$ cat config.mk
export PLATFORM = sky130hd
export DESIGN_NAME = cnn_layer_scheduler
export DESIGN_NICKNAME = d
export VERILOG_FILES = /design/src/rtl/cnn_ctrl_pkg.sv /design/src/rtl/cnn_sat_counter.sv /design/src/rtl/cnn_layer_scheduler.sv
export SDC_FILE = /design/constraint.sdc
export NUM_CORES = 1
export LEC_CHECK = 0
export CORE_MARGIN = 5
export CORE_UTILIZATION = 40
export CTS_CLUSTER_SIZE = 30
export DETAILED_ROUTE_END_ITERATION = 8
export SYNTH_ARGS = -nofsm -noshare
export SYNTH_HDL_FRONTEND = slang
export SYNTH_SLANG_ARGS = --single-unit
$ cat constraint.sdc
create_clock -name clk -period 2.49 [get_ports clk]
set_clock_uncertainty 0.1 [all_clocks]
set_input_delay 0.6225 -clock clk [delete_from_list [all_inputs] [get_ports clk]]
set_output_delay 0.6225 -clock clk [all_outputs]
set_load 0.01 [all_outputs]
$ cat src/rtl/cnn_ctrl_pkg.sv
// Shared definitions for the CNN layer scheduler: state encoding, default
// timeout and well-known layer indices.
package cnn_ctrl_pkg;

    typedef enum logic [2:0] {
        StIdle   = 3'd0,
        StSelect = 3'd1,
        StStart  = 3'd2,
        StWait   = 3'd3,
        StFinish = 3'd4,
        StErr    = 3'd5
    } sched_state_e;

    // Maximum WAIT cycles a layer may take before the run is flagged as hung.
    localparam int unsigned TIMEOUT_CYCLES_DEFAULT = 32'd2000000;

    // Fixed positions of the first engines in the chain.
    localparam int unsigned LAYER_POOL = 0;
    localparam int unsigned LAYER_DWPW = 1;

endpackage

$ cat src/rtl/cnn_sat_counter.sv
// 32-bit up counter with synchronous clear and enable; sticks at all-ones.
module cnn_sat_counter (
    input  logic        clk,
    input  logic        resetn,
    input  logic        clr_i,
    input  logic        en_i,
    output logic [31:0] count_o
);

    logic [31:0] count_d, count_q;

    // Next count: clear wins over enable, no wrap past all-ones.
    always_comb begin
        count_d = count_q;
        if (clr_i) begin
            count_d = '0;
        end else if (en_i && (count_q != '1)) begin
            count_d = count_q + 32'd1;
        end
    end

    // Count register.
    always_ff @(posedge clk or negedge resetn) begin
        if (!resetn) begin
            count_q <= '0;
        end else begin
            count_q <= count_d;
        end
    end

    assign count_o = count_q;

endmodule

$ cat src/rtl/cnn_layer_scheduler.sv
// Runs the CNN engine chain in index order for one inference: skips masked
// layers, pulses each enabled engine's start, waits for its done, times out
// hung layers and reports status and cycle counts.
module cnn_layer_scheduler
    import cnn_ctrl_pkg::*;
#(
    parameter int unsigned NUM_LAYERS     = 4,
    parameter int unsigned LW             = 4,
    parameter int unsigned TIMEOUT_CYCLES = TIMEOUT_CYCLES_DEFAULT
) (
    input  logic                  clk,
    input  logic                  resetn,
    input  logic                  go,
    input  logic                  abort,
    input  logic [NUM_LAYERS-1:0] layer_mask,
    output logic [NUM_LAYERS-1:0] layer_start,
    input  logic [NUM_LAYERS-1:0] layer_done,
    output logic                  busy,
    output logic                  done,
    output logic                  error,
    output logic                  aborted,
    output logic [LW-1:0]         cur_layer,
    output logic [31:0]           last_layer_cycles,
    output logic [31:0]           total_cycles
);

    // One extra index bit so the "past the last layer" value always fits.
    localparam int unsigned IW = LW + 1;

    sched_state_e            state_d, state_q;
    logic [IW-1:0]           idx_d, idx_q;
    logic [NUM_LAYERS-1:0]   mask_d, mask_q;
    logic [NUM_LAYERS-1:0]   start_d, start_q;
    logic                    done_d, done_q;
    logic                    error_d, error_q;
    logic                    aborted_d, aborted_q;
    logic [31:0]             last_d, last_q;

    logic                    lay_clr, lay_en, tot_clr, tot_en;
    logic [31:0]             lay_cnt, tot_cnt;

    logic                    idx_end, sel_en, sel_done, timeout_hit;
    logic [NUM_LAYERS-1:0]   idx_onehot;

    cnn_sat_counter u_layer_cnt (
        .clk     (clk),
        .resetn  (resetn),
        .clr_i   (lay_clr),
        .en_i    (lay_en),
        .count_o (lay_cnt)
    );

    cnn_sat_counter u_total_cnt (
        .clk     (clk),
        .resetn  (resetn),
        .clr_i   (tot_clr),
        .en_i    (tot_en),
        .count_o (tot_cnt)
    );

    // Decode the current index against the latched mask and the done inputs.
    always_comb begin
        sel_en     = 1'b0;
        sel_done   = 1'b0;
        idx_onehot = '0;
        for (int unsigned i = 0; i < NUM_LAYERS; i++) begin
            if (idx_q == IW'(i)) begin
                sel_en        = mask_q[i];
                sel_done      = layer_done[i];
                idx_onehot[i] = 1'b1;
            end
        end
    end

    assign idx_end     = (idx_q == IW'(NUM_LAYERS));
    assign timeout_hit = (lay_cnt == 32'(TIMEOUT_CYCLES - 1));

    // Next-state and registered-output logic; abort overrides everything.
    always_comb begin
        state_d   = state_q;
        idx_d     = idx_q;
        mask_d    = mask_q;
        start_d   = '0;
        done_d    = 1'b0;
        error_d   = error_q;
        aborted_d = aborted_q;
        last_d    = last_q;
        lay_clr   = 1'b0;
        lay_en    = 1'b0;
        tot_clr   = 1'b0;
        tot_en    = (state_q != StIdle);

        unique case (state_q)
            StIdle: begin
                if (go) begin
                    mask_d    = layer_mask;
                    idx_d     = IW'(LAYER_POOL);
                    error_d   = 1'b0;
                    aborted_d = 1'b0;
                    tot_clr   = 1'b1;
                    state_d   = StSelect;
                end
            end
            StSelect: begin
                if (idx_end) begin
                    // Registered so the pulse lines up with the FINISH cycle.
                    done_d  = 1'b1;
                    state_d = StFinish;
                end else if (sel_en) begin
                    state_d = StStart;
                end else begin
                    idx_d = idx_q + IW'(1);
                end
            end
            StStart: begin
                start_d = idx_onehot;
                lay_clr = 1'b1;
                state_d = StWait;
            end
            StWait: begin
                lay_en = 1'b1;
                // Done is checked first so a done on the timeout cycle still counts.
                if (sel_done) begin
                    last_d  = lay_cnt + 32'd1;
                    idx_d   = idx_q + IW'(1);
                    state_d = StSelect;
                end else if (timeout_hit) begin
                    error_d = 1'b1;
                    state_d = StErr;
                end
            end
            StFinish: state_d = StIdle;
            StErr:    state_d = StIdle;
            default:  state_d = StIdle;
        endcase

        if ((state_q != StIdle) && abort) begin
            state_d   = StIdle;
            aborted_d = 1'b1;
            start_d   = '0;
            done_d    = 1'b0;
            error_d   = error_q;
            last_d    = last_q;
            idx_d     = idx_q;
        end
    end

    // Control and status registers.
    always_ff @(posedge clk or negedge resetn) begin
        if (!resetn) begin
            state_q   <= StIdle;
            idx_q     <= '0;
            mask_q    <= '0;
            start_q   <= '0;
            done_q    <= 1'b0;
            error_q   <= 1'b0;
            aborted_q <= 1'b0;
            last_q    <= '0;
        end else begin
            state_q   <= state_d;
            idx_q     <= idx_d;
            mask_q    <= mask_d;
            start_q   <= start_d;
            done_q    <= done_d;
            error_q   <= error_d;
            aborted_q <= aborted_d;
            last_q    <= last_d;
        end
    end

    assign layer_start       = start_q;
    assign busy              = (state_q != StIdle);
    assign done              = done_q;
    assign error             = error_q;
    assign aborted           = aborted_q;
    assign cur_layer         = idx_q[LW-1:0];
    assign last_layer_cycles = last_q;
    assign total_cycles      = tot_cnt;

endmodule

# == After elaboration in Yosys (flattened, before gate mapping) ==
# Index checks and enable logic that the tools add are counted.
# word_totals
reg_bits,115
in_bits,12
out_inout_bits,76
word_cells,94
# classes
n_addsub,3
eq_ne,19
muxes,43
n_bitwise,1
n_reduce_logical,18
# ops
operator,count
$mux W32,4
$add A32 B1 Y32 const B,2
$ne A32 B32 Y1 const B,2
$eq A32 B21 Y1 const B,1
$mux W1,24
$mux W5,4
$mux W3,6
$pmux W5 S3,1
$ne A2 B2 Y1 const B,6
$pmux W3 S4,1
$eq A5 B2 Y1 const B,2
$reduce_bool A2 Y1,5
$mux W4,2
$ne A4 B4 Y1 const B,2
$eq A3 B2 Y1 const B,2
$reduce_and A3 Y1,2
$reduce_and A6 Y1,1
$reduce_bool A3 Y1,2
$add A5 B1 Y5 const B,1
$eq A5 B1 Y1 const B,1
$eq A5 B3 Y1 const B,1
$logic_not A5 Y1,1
$reduce_and A5 Y1,1
$reduce_and A2 Y1,2
other kinds (6),8

# == Longest topological paths before layout ==
# logic_depth
ltp_word,9
mapped_depth,9
ltp_nobuf,7

# == Hierarchy ==
# A second synthesis with hierarchy kept.
# hier_totals
hier_cells,718
hier_area_um2,6621.4
# by_module_without_submodules
mod,n_inst,cells_each,area_each_um2
cnn_sat_counter,2,198,1854.3
cnn_layer_scheduler,1,322,2912.8

# == Least setup slack after synthesis ==
# OpenSTA, ideal clock, no wires.
# synth_path
path_kind,reg-to-reg
start,reg u_layer_cnt.count_q[0] (netlist: u_layer_cnt.count_o[0])
end,reg u_layer_cnt.count_q[23] (netlist: u_layer_cnt.count_o[23])
setup_time_ns,0.140
arrival_time_ns,2.191
required_time_ns,2.250
path_slack_ns,0.059
path_stages_with_launch,10
n_path_buf,3
path_cell_list,dfrtp_1 ha_1 inv_1 or4_4 buf_6 or3_4 buf_6 buf_8 a41oi_1 a31oi_1
# synth_between
elab_chain_len,3
elab_cells_between_ends,6
cone_classes,1 x add/sub; 1 x eq/ne; 2 x mux; 2 x reduce/logical
# synth_rtl
element,line_no,rtl
from (decl),cnn_sat_counter.sv:10,"logic [31:0] count_d, count_q;"
from (signal assigned),cnn_sat_counter.sv:27,count_q <= count_d;
$add A32 B1 Y32 / $ne A32 B32 Y1 (equally long branches),"cnn_sat_counter.sv:18, cnn_sat_counter.sv:17",
$mux W32 / $logic_and A1 B1 Y1 (equally long branches),cnn_sat_counter.sv:17,end else if (en_i && (count_q != '1)) begin
$mux W32 / $reduce_bool A2 Y1 (equally long branches),--,
# Several ways; a longest one is shown, not always the timed one. The select of a mux whose other input is x is not followed.
# A chain may end at the register's enable or synchronous reset.

# == Worst setup path after layout ==
# layout_path
start,reg state_q[1]
end,out busy
# layout_between
elab_chain_len,1
# layout_rtl
element,line_no,rtl
from (decl),cnn_layer_scheduler.sv:30,"sched_state_e state_d, state_q;"
from (signal assigned),cnn_layer_scheduler.sv:151,state_q <= StIdle;
from (signal assigned),cnn_layer_scheduler.sv:160,state_q <= state_d;
$reduce_bool A3 Y1,cnn_layer_scheduler.sv:172,assign busy = (state_q != StIdle);
to (decl),cnn_layer_scheduler.sv:18,"output logic busy,"
# Every way passes these cells.

==> impl_metrics.toml <==
[routing]
via_per_inst = 5.62
dr.pass1.iters = 5
routed_wl_um = 18400
drc = 0
drtIter0Drc = 477
wl_per_cell_um = 17.0
drtAntennaViolNets = 0
vias = 6084

[setup_path]
cp_data_arrival_time_ps = 1670
cp.required_ps = 1770
cp-start-kind = "register"
r2r_start = "u_layer_cnt.count_o[1]$_DFFE_PN0P_"
crit_start = "state_q[1]$_DFFE_PN0P_"
critPathMaxFanout = 3
end_kind = "output port"
path_class = "reg2out"

[synth]
yosys.area_share.adder_pct = 1.16
syn_area_um2 = 6480
yosysWarnings = 0
syn-num-nets = 735
synthMuxAreaShare_pct = 0.637
synth-main-ff-cell = "dfrtp_1"
synth_top_area_share_pct = 44.4
synth_area_leaders = "dfrtp_1 (44%), nand2_1 (5.3%), o21ai_0 (4.1%), nand3_1 (3.2%), a31oi_1 (3.0%)"
synth_top_area_cell = "dfrtp_1"
synth-edff-count = 0
ys_seq_area_share_pct = 44.4
synth_top_family_by_area = "simple AND/OR/NAND/NOR gates"
ys_ff_latch = 115
synth_compound_area_share_pct = 17.8
synth_cells = 717
synth.distinct_cells = 67
synth_simple_gate_area_share_pct = 26.8
synthXorXnorAreaFrac_pct = 4.33
async_flop_share_pct = 100
syn-mean-instance-area_um2 = 9.03

[place]
io_buffers = 87
hpwl_um = 13100
placed_area_um2 = 7990
routabilityCongestion = 0.897
dp.cells = 1046

[final_layout]
fin_area_um2 = 8710
fin_cells = 1083
post_route_cells_drive_above_1_share_pct = 17.1
areaGrowthSynthToFinish_pct = 34.5
final_nets = 872
antenna_cells = 0

[power_and_ir_drop]
vdd_drop_max_mv = 0.489
power_mw = 6.70
total_leakage_power_nw = 3.53
powerDensity_nw_per_um2 = 769

[sta]
min_period_ps = 2400
setup_violations = 0
report.final.slew_viol_count = 0
hold_ws_ps = 53.1
relSlewSlack_pct = 53.1
fmax_ghz = 0.417
hold_viol_final = 0
grt_setup_unrepaired = "no"
tns_ps = 0
timing.final.crit_share_pct = 96.3
worst_pin_slew_ps = 700

[clock_network]
numCtsBuffers = 17
h-tree-depth = 4
clk_latency_ps = 420
cts_sinks = 115
cts_tree = "built"
cts-root-buf = "clkbuf_16"
cts.clk_slew.worst_paths_ps = 50
clockBufferDepth = 2

[global_routing]
gr-usage-all-layers_pct = 20.2
grt_max_degree = 39
antenna_found_initial = 0
grt_pass1_wl_um = 30200
overflow = 0
grt_pass1_vias = 5910

[floorplanning]
core_area_um2 = 15900
io_pins = 88
die_area_um2 = 18800
fp-row-count = 46
die_w_um = 137
start_util_pct = 40.8
die_h_um = 137

[status]
status = "finished, final reports clean"

[run]
maxCapViolCount = 0

[worst_hold_path]
hold_class = "in2async"
## kinds of logic after synthesis
kind of cell,after synthesis
AOI/OAI and AO/OA,177
xor gates and xnor gates,32
adders and majority gates,6
buffers and inverters,65
DFF,115
muxes,4
and+or+nand+nor,318
## through the flow
step           utilization, %  setup slack (ps)
2_1_floorplan               -              59.0
3_3_place_gp             50.3              -121
3_5_place_dp             50.3              -222
4_1_cts                  54.4              3.45
5_1_grt                  54.8              8.44
6_report                 54.8              92.5
## metal layers
metal / up-vias / share of wire, % / wire, um / GRT usage, %
met5: - / 0 / 0 / 0
met4: 0 / 1.1 / 203 / 5.32
met3: 17 / 5.5 / 1010 / 4.89
met2: 164 / 46 / 8530 / 31.7
met1: 2957 / 47 / 8620 / 28.1
li1: 2946 / - / - / -
## final cells by class
cell class / instances / area (um2)
clock inverter: 9 / 150
timing repair buffer: 167 / 1510
fill: 1448 / 7170
clock buffer: 23 / 488
sequential: 115 / 2880
inverter: 16 / 61.3
multi-input combinational: 537 / 3350
tap: 216 / 270
## power by group
| group | leakage (nW) | internal, mW | switching, mW |
|---|---|---|---|
| clock | 0.309 | 1.77 | 0.853 |
| combinational | 1.64 | 0.779 | 1.13 |
| sequential | 1.58 | 2.02 | 0.135 |
## what timing repair did
action                     in CTS  in global routing
pin swaps                       1                  1
gates resized for setup         5                  8
buffers inserted                0                  5
hold buffers                    0                  0
setup endpoints to repair       2                 33
## sequential cells by signal (all words and copies together) (netlist names)
register	cells
last_layer_cycles	32
state_q	3
aborted	1
done	1
mask_q	4
u_total_cnt.count_o	32
error	1
idx_q	5
u_layer_cnt.count_o	32
layer_start	4
## cells in the final DEF, fill, tap and decap left out, drive strengths merged, types with 24 or more instances in the layout
cell type,instances
dfrtp,115
nand2,92
clkdlybuf4s50,86
buf,81
o21ai,55
nand3,43
a31oi,31
nor2,31
a21oi,25
nand4,24
## critical path, stage by stage, from the launching register on
cell,delay (ps)
dfrtp_2,430
nor3_4,210
clkinv_2,120
clkdlybuf4s50_1,500
## Yosys cell counts (11+ instances only)
cell and n:
dfrtp_1 115, nand2_1 92, nand4_1 23, o21ai_0 53, nor2_1 30, and2_1 14
nor3_1 19, inv_1 15, o31ai_1 11, xor2_1 12, nand3_1 42, a31oi_1 31
xnor2_1 20, or4_1 16, or3_1 17, nor4_1 11, clkbuf_1 31, and3_1 12
a21oi_1 25
## worst paths after layout
kind | endpoint | slack (ps) | cells past startpoint
setup reg to reg | u_layer_cnt.count_o[19]$_DFFE_PN0P_ | 110 | 6
min in group clk | last_layer_cycles[26]$_DFFE_PN0P_ | 380 | 2
hold / removal | u_total_cnt.count_o[0]$_DFFE_PN0P_ | 50 | 1
max in group asynchronous | idx_q[1]$_DFFE_PN0P_ | 1600 | 2
setup / recovery | busy | 90 | 3
hold reg to reg | last_layer_cycles[26]$_DFFE_PN0P_ | 380 | 2
Note: power is estimated with default switching activity, not from simulation.
